===== config.mk =====
export PLATFORM = sky130hd
export DESIGN_NAME = fetch_dec
export DESIGN_NICKNAME = d
export VERILOG_FILES = /design/src/rtl/fetch_dec_pkg.sv /design/src/rtl/fetch_dec_pc_reg.sv /design/src/rtl/fetch_dec.sv
export SDC_FILE = /design/constraint.sdc
export NUM_CORES = 1
export LEC_CHECK = 0
export CORE_MARGIN = 10
export CORE_UTILIZATION = 45
export CTS_BUF_LIST = sky130_fd_sc_hd__clkbuf_4 sky130_fd_sc_hd__clkbuf_8
export DETAILED_ROUTE_END_ITERATION = 7
export PLACE_DENSITY = 0.84
export SKIP_CTS_REPAIR_TIMING = 1
export SYNTH_ARGS = -nofsm -noshare
export SYNTH_HDL_FRONTEND = slang
export SYNTH_SLANG_ARGS = --single-unit

===== constraint.sdc =====
create_clock -name clk -period 2.3 [get_ports clk]
set_input_delay 0.23 -clock clk [delete_from_list [all_inputs] [get_ports clk]]
set_output_delay 0.23 -clock clk [all_outputs]
set_load 0.01 [all_outputs]

===== src/rtl/fetch_dec_pkg.sv =====
// Shared select encodings, the NOP bubble word and the instruction field slicer
// used by the rysyCore fetch/decode front end.
package fetch_dec_pkg;

  typedef enum logic [1:0] {
    PC_SEL_JUMP = 2'b00,
    PC_SEL_INC  = 2'b01,
    PC_SEL_HOLD = 2'b10
  } pc_sel_e;

  typedef enum logic [1:0] {
    INST_SEL_FETCH  = 2'b00,
    INST_SEL_NOP    = 2'b01,
    INST_SEL_REPLAY = 2'b10
  } inst_sel_e;

  // addi x0,x0,0
  localparam logic [31:0] NOP_WORD = 32'h0000_0013;

  typedef struct packed {
    logic [4:0] opcode;
    logic [2:0] func3;
    logic [6:0] func7;
    logic [4:0] rs1;
    logic [4:0] rs2;
    logic [4:0] rd;
  } inst_fields_t;

  // Takes inst[31:2]; the two quadrant bits carry no field.
  function automatic inst_fields_t slice_fields(input logic [31:2] w);
    inst_fields_t f;
    f.opcode = w[6:2];
    f.func3  = w[14:12];
    f.func7  = w[31:25];
    f.rs1    = w[19:15];
    f.rs2    = w[24:20];
    f.rd     = w[11:7];
    return f;
  endfunction

endpackage


===== src/rtl/fetch_dec_pc_reg.sv =====
// Program counter, next-PC mux, misaligned-target pulse and instruction-memory
// address generation.
module pc_reg
  import fetch_dec_pkg::*;
#(
  parameter int unsigned          XLEN     = 32,
  parameter logic [XLEN-1:0]      RESET_PC = '0,
  parameter int unsigned          IMEM_AW  = 10
) (
  input  logic               clk,
  input  logic               rst,
  input  logic [1:0]         pc_sel,
  input  logic [XLEN-1:0]    target,
  output logic [XLEN-1:0]    pc,
  output logic [IMEM_AW-1:0] imem_addr,
  output logic               misalign
);

  logic [XLEN-1:0] pc_next;
  logic            unused_target_lsb;

  assign unused_target_lsb = target[0];

  always_comb begin
    pc_next = pc;
    case (pc_sel)
      PC_SEL_JUMP: pc_next = {target[XLEN-1:2], 2'b00};
      PC_SEL_INC:  pc_next = pc + XLEN'(4);
      default:     ;
    endcase
  end

  // Addressing the ROM with the next PC lines its registered data up with pc.
  assign imem_addr = pc_next[IMEM_AW+1:2];

  always_ff @(posedge clk or negedge rst) begin
    if (!rst) begin
      pc       <= RESET_PC;
      misalign <= 1'b0;
    end else begin
      pc       <= pc_next;
      misalign <= (pc_sel == PC_SEL_JUMP) && target[1];
    end
  end

endmodule


===== src/rtl/fetch_dec.sv =====
// rysyCore front end: owns the PC, selects fetched/bubble/replayed instruction
// and splits it into decode fields; counts retired instructions.
module fetch_dec
  import fetch_dec_pkg::*;
#(
  parameter int unsigned     XLEN     = 32,
  parameter logic [XLEN-1:0] RESET_PC = 32'h0000_0000,
  parameter int unsigned     IMEM_AW  = 10,
  parameter logic [31:0]     NOP_INST = NOP_WORD,
  parameter int unsigned     CNT_W    = 32
) (
  input  logic               clk,
  input  logic               rst,
  input  logic [1:0]         pc_sel,
  input  logic [1:0]         inst_sel,
  input  logic [XLEN-1:0]    target,
  output logic [IMEM_AW-1:0] imem_addr,
  input  logic [31:0]        imem_rdata,
  output logic [31:0]        inst,
  output logic [4:0]         opcode,
  output logic [2:0]         func3,
  output logic [6:0]         func7,
  output logic [4:0]         rs1,
  output logic [4:0]         rs2,
  output logic [4:0]         rd,
  output logic [XLEN-1:0]    pc,
  output logic               illegal,
  output logic               misalign,
  output logic [CNT_W-1:0]   instret
);

  logic         boot;
  logic [31:0]  held;
  logic         bubble;
  inst_fields_t fields;

  pc_reg #(
    .XLEN     (XLEN),
    .RESET_PC (RESET_PC),
    .IMEM_AW  (IMEM_AW)
  ) u_pc_reg (
    .clk       (clk),
    .rst       (rst),
    .pc_sel    (pc_sel),
    .target    (target),
    .pc        (pc),
    .imem_addr (imem_addr),
    .misalign  (misalign)
  );

  // ROM output is not valid until one edge after reset release.
  always_comb begin
    inst = NOP_INST;
    if (!boot) begin
      case (inst_sel)
        INST_SEL_FETCH:  inst = imem_rdata;
        INST_SEL_REPLAY: inst = held;
        default:         ;
      endcase
    end
  end

  assign bubble  = boot | inst_sel[0];
  assign illegal = ~bubble & (inst[1:0] != 2'b11);

  assign fields = slice_fields(inst[31:2]);
  assign opcode = fields.opcode;
  assign func3  = fields.func3;
  assign func7  = fields.func7;
  assign rs1    = fields.rs1;
  assign rs2    = fields.rs2;
  assign rd     = fields.rd;

  always_ff @(posedge clk or negedge rst) begin
    if (!rst) begin
      boot    <= 1'b1;
      held    <= NOP_INST;
      instret <= '0;
    end else begin
      boot <= 1'b0;
      held <= inst;
      if (!bubble) instret <= instret + CNT_W'(1);
    end
  end

endmodule


==> results.txt <==
Port Buf Inserts -> 204
# setup viols final -> 0
diode count -> 0
Crit Path Category -> flip-flop to output pin
Net count, final -> 750
DP Area -> 7069 um^2
drt initial violations -> 366
Worst VDD drop -> 0.3734 mV
Yosys reg bits -> 96
warnings from Yosys -> 0
largest net degree at the start of global routing -> 51
GP Congestion -> 0.8703
M1 wire length -> 5.819 mm
Post-DRT Antenna Nets -> 0
Data arrival, critical path -> 1.91 ns
Die X-Extent -> 125.4 um
register area share after synthesis -> 48.17%
cell taking the most area after synthesis -> dfrtp_1
final worst slack -> 0.1576 ns
Cell Count, Final, Fillers Out -> 823
drt drc -> 0
leading post-synthesis cells by cell area -> dfrtp_1 (46%), mux2i_1 (9.4%), buf_4 (6.3%)
Ports -> 208
Synth Cell Area -> 4997 um^2
CTS tree -> yes
DRT Pass-1 Iters -> 5
crit path capture type -> output pin
layout cell share with drive strength beyond 1 -> 12.59%
overflow left after global routing -> 0
DIE AREA -> 15720 um^2
worst path required time -> 2.07 ns
Leakage -> 3.175 nW
Max Root-Sink Buffers -> 2
Fin Hold WS -> 0.2410 ns
CTS root buf -> clkbuf_8
post-synthesis instance total -> 491
post-synth top area share -> 46.07%
Slew Viols, Final -> 0
total global-route track usage -> 19.14%
highest routed layer -> met4
wire per inst -> 19.07 um
Inst Count DP -> 805
FF-to-FF End -> u_pc_reg.pc[12]$_DFFE_PN0N_
Clk Latency, worst-skew pair -> 0.37 ns
hpwl dp -> 12.04 mm
H-tree level count -> 3
clock sink total -> 96
most frequent cells in the layout -> clkdlybuf4s50_1 (192), dfrtp_1 (89), mux2i_1 (47)
initial antenna violation count -> 0
CTS buffer count -> 9
Yosys cell types -> 44
delay-heaviest family, CP -> simple AND/OR/NAND/NOR gates
syn_area_per_cell -> 10.18 um^2
Clock Pin Slew Worst Setup and Hold Paths -> 0.11 ns
met3 WL -> 1.513 mm
final instance area -> 7337 um^2
final worst-path cycle share -> 93.15%
RSZ-0062 raised after global routing -> no
Avg Vias per Cell -> 5.405
final hold violations -> 0
Setup Skew -> 0.01618 ns
Starting Density -> 46.10%
Core ar. -> 10840 um^2
first-pass GRT wire length -> 24.87 mm
vias in the first global route -> 4584
Buffers & Inverters on Critical Path -> 1
pwr dens -> 585.4 nW/um^2
Filler Cell Count -> 811
Routed WL -> 15.70 mm
r2r setup slk -> 0.30 ns
CP Max Fanout -> 5
Setup crit start kind -> flip-flop
outcome -> finished clean
Cell Chain, Critical Path -> ha_1 -> nand3_1 -> or2_4 -> nor2_1 -> o22ai_1 -> a21oi_2 -> dlymetal6s2s_1
via count -> 4448
met2 wire len -> 8.205 mm
Worst R2R Start -> u_pc_reg.pc[2]$_DFF_PN0_
instance count on the critical path -> 7
Setup TNS -> 0 ns
die span in y -> 125.4 um
pre-CTS WS -> -0.1020 ns
Largest stage delay, worst path -> 0.42 ns
most common library cell in the layout ignoring fill and taps -> clkdlybuf4s50_1
crit path time final -> 2.142 ns
Critical-path top delay cell -> dfrtp_2
upper clock frequency limit -> 466.8 MHz
Area growth syn-to-layout -> 46.82%
worst-case reg-to-reg path depth -> 7
maxcap violations -> 0
Worst Hold Class -> primary input to asynchronous set/reset pin
Std-Cell Rows -> 38
## per-layer routing
layer  global-route usage (%)  up-vias
met5                        0        -
met4                    4.675        0
met3                    7.224       15
met2                    34.25      201
met1                    20.89     2160
li1                         -     2072
## Yosys cell counts
| library cell | n |
|---|---|
| and4_1 | 6 |
| nand4_2 | 1 |
| nor3b_2 | 3 |
| nor3_1 | 8 |
| inv_1 | 8 |
| nor4_4 | 3 |
| o32a_1 | 1 |
| o32ai_1 | 1 |
| buf_4 | 42 |
| or4_1 | 1 |
| ha_1 | 2 |
| a221o_1 | 1 |
| o21ai_0 | 12 |
| nor3b_1 | 1 |
| nand3_4 | 2 |
| or2_1 | 1 |
| mux2i_1 | 47 |
| or2_2 | 1 |
| o21a_1 | 1 |
| nand3_1 | 22 |
| a41o_1 | 1 |
| or3_1 | 3 |
| and3_1 | 10 |
| a22oi_1 | 4 |
| nand2_1 | 41 |
| xor2_1 | 8 |
| buf_6 | 1 |
| xnor2_1 | 23 |
| clkbuf_1 | 17 |
| nor2_1 | 43 |
| conb_1 | 1 |
| buf_1 | 2 |
| buf_2 | 1 |
| nor2_4 | 1 |
| nor4_2 | 3 |
| nor4_1 | 4 |
| and2_1 | 4 |
| dfrtp_1 | 92 |
| a21oi_1 | 26 |
| or2_4 | 1 |
| o22ai_1 | 25 |
| nand4_1 | 11 |
| o221a_2 | 1 |
| dfstp_2 | 4 |
## layout make-up
type | count | area [um^2] | share of cell area [%]
well taps | 140 | 175.2 | 2.387
multi-input cells | 327 | 2215 | 30.18
repair buffers | 236 | 2327 | 31.72
clock buffers | 9 | 123.9 | 1.688
flip-flops and latches | 96 | 2411 | 32.86
clock inverters | 7 | 55.05 | 0.7503
inverters | 8 | 30.03 | 0.4093
## worst max path at each step
stage | from | end | slack (ns)
after detailed placement | pc_sel[1] | imem_addr[2] | -0.10
after CTS | u_pc_reg.pc[2]$_DFF_PN0_ | imem_addr[8] | -0.33
after global routing | u_pc_reg.pc[2]$_DFF_PN0_ | imem_addr[6] | 0.03
after floorplan | u_pc_reg.pc[3]$_DFF_PN0_ | imem_addr[8] | 0.42
final | u_pc_reg.pc[2]$_DFF_PN0_ | imem_addr[8] | 0.16
after global placement | pc_sel[1] | imem_addr[2] | -0.05
## logic make-up after synthesis
group | count (synthesis) | synth area share (%)
AO/OA/AOI/OAI | 73 | 8.688
flip-flops | 96 | 48.17
buffers and inverters | 71 | 8.663
adder cells (fa/ha/maj) | 2 | 0.5007
multiplexers | 47 | 9.414
AND/OR/NAND/NOR | 170 | 19.05
other | 1 | 0.07504
XOR/XNOR | 31 | 5.433
## per-stage QoR
step	util (%)	power (mW)
after floorplan	-	2.579
after global placement	65.21	3.239
after detailed placement	65.21	3.280
after CTS	66.86	4.319
after global routing	67.68	4.521
final	67.68	4.295
## power breakdown
part	leakage, nW	switching [mW]	internal [mW]	total (mW)
registers	1.24	0.207	1.84	2.05
clock network	0.0862	0.636	0.403	1.04
logic	1.85	0.550	0.661	1.21
total	3.18	1.39	2.90	4.30
(Power assumes the default switching activity.)
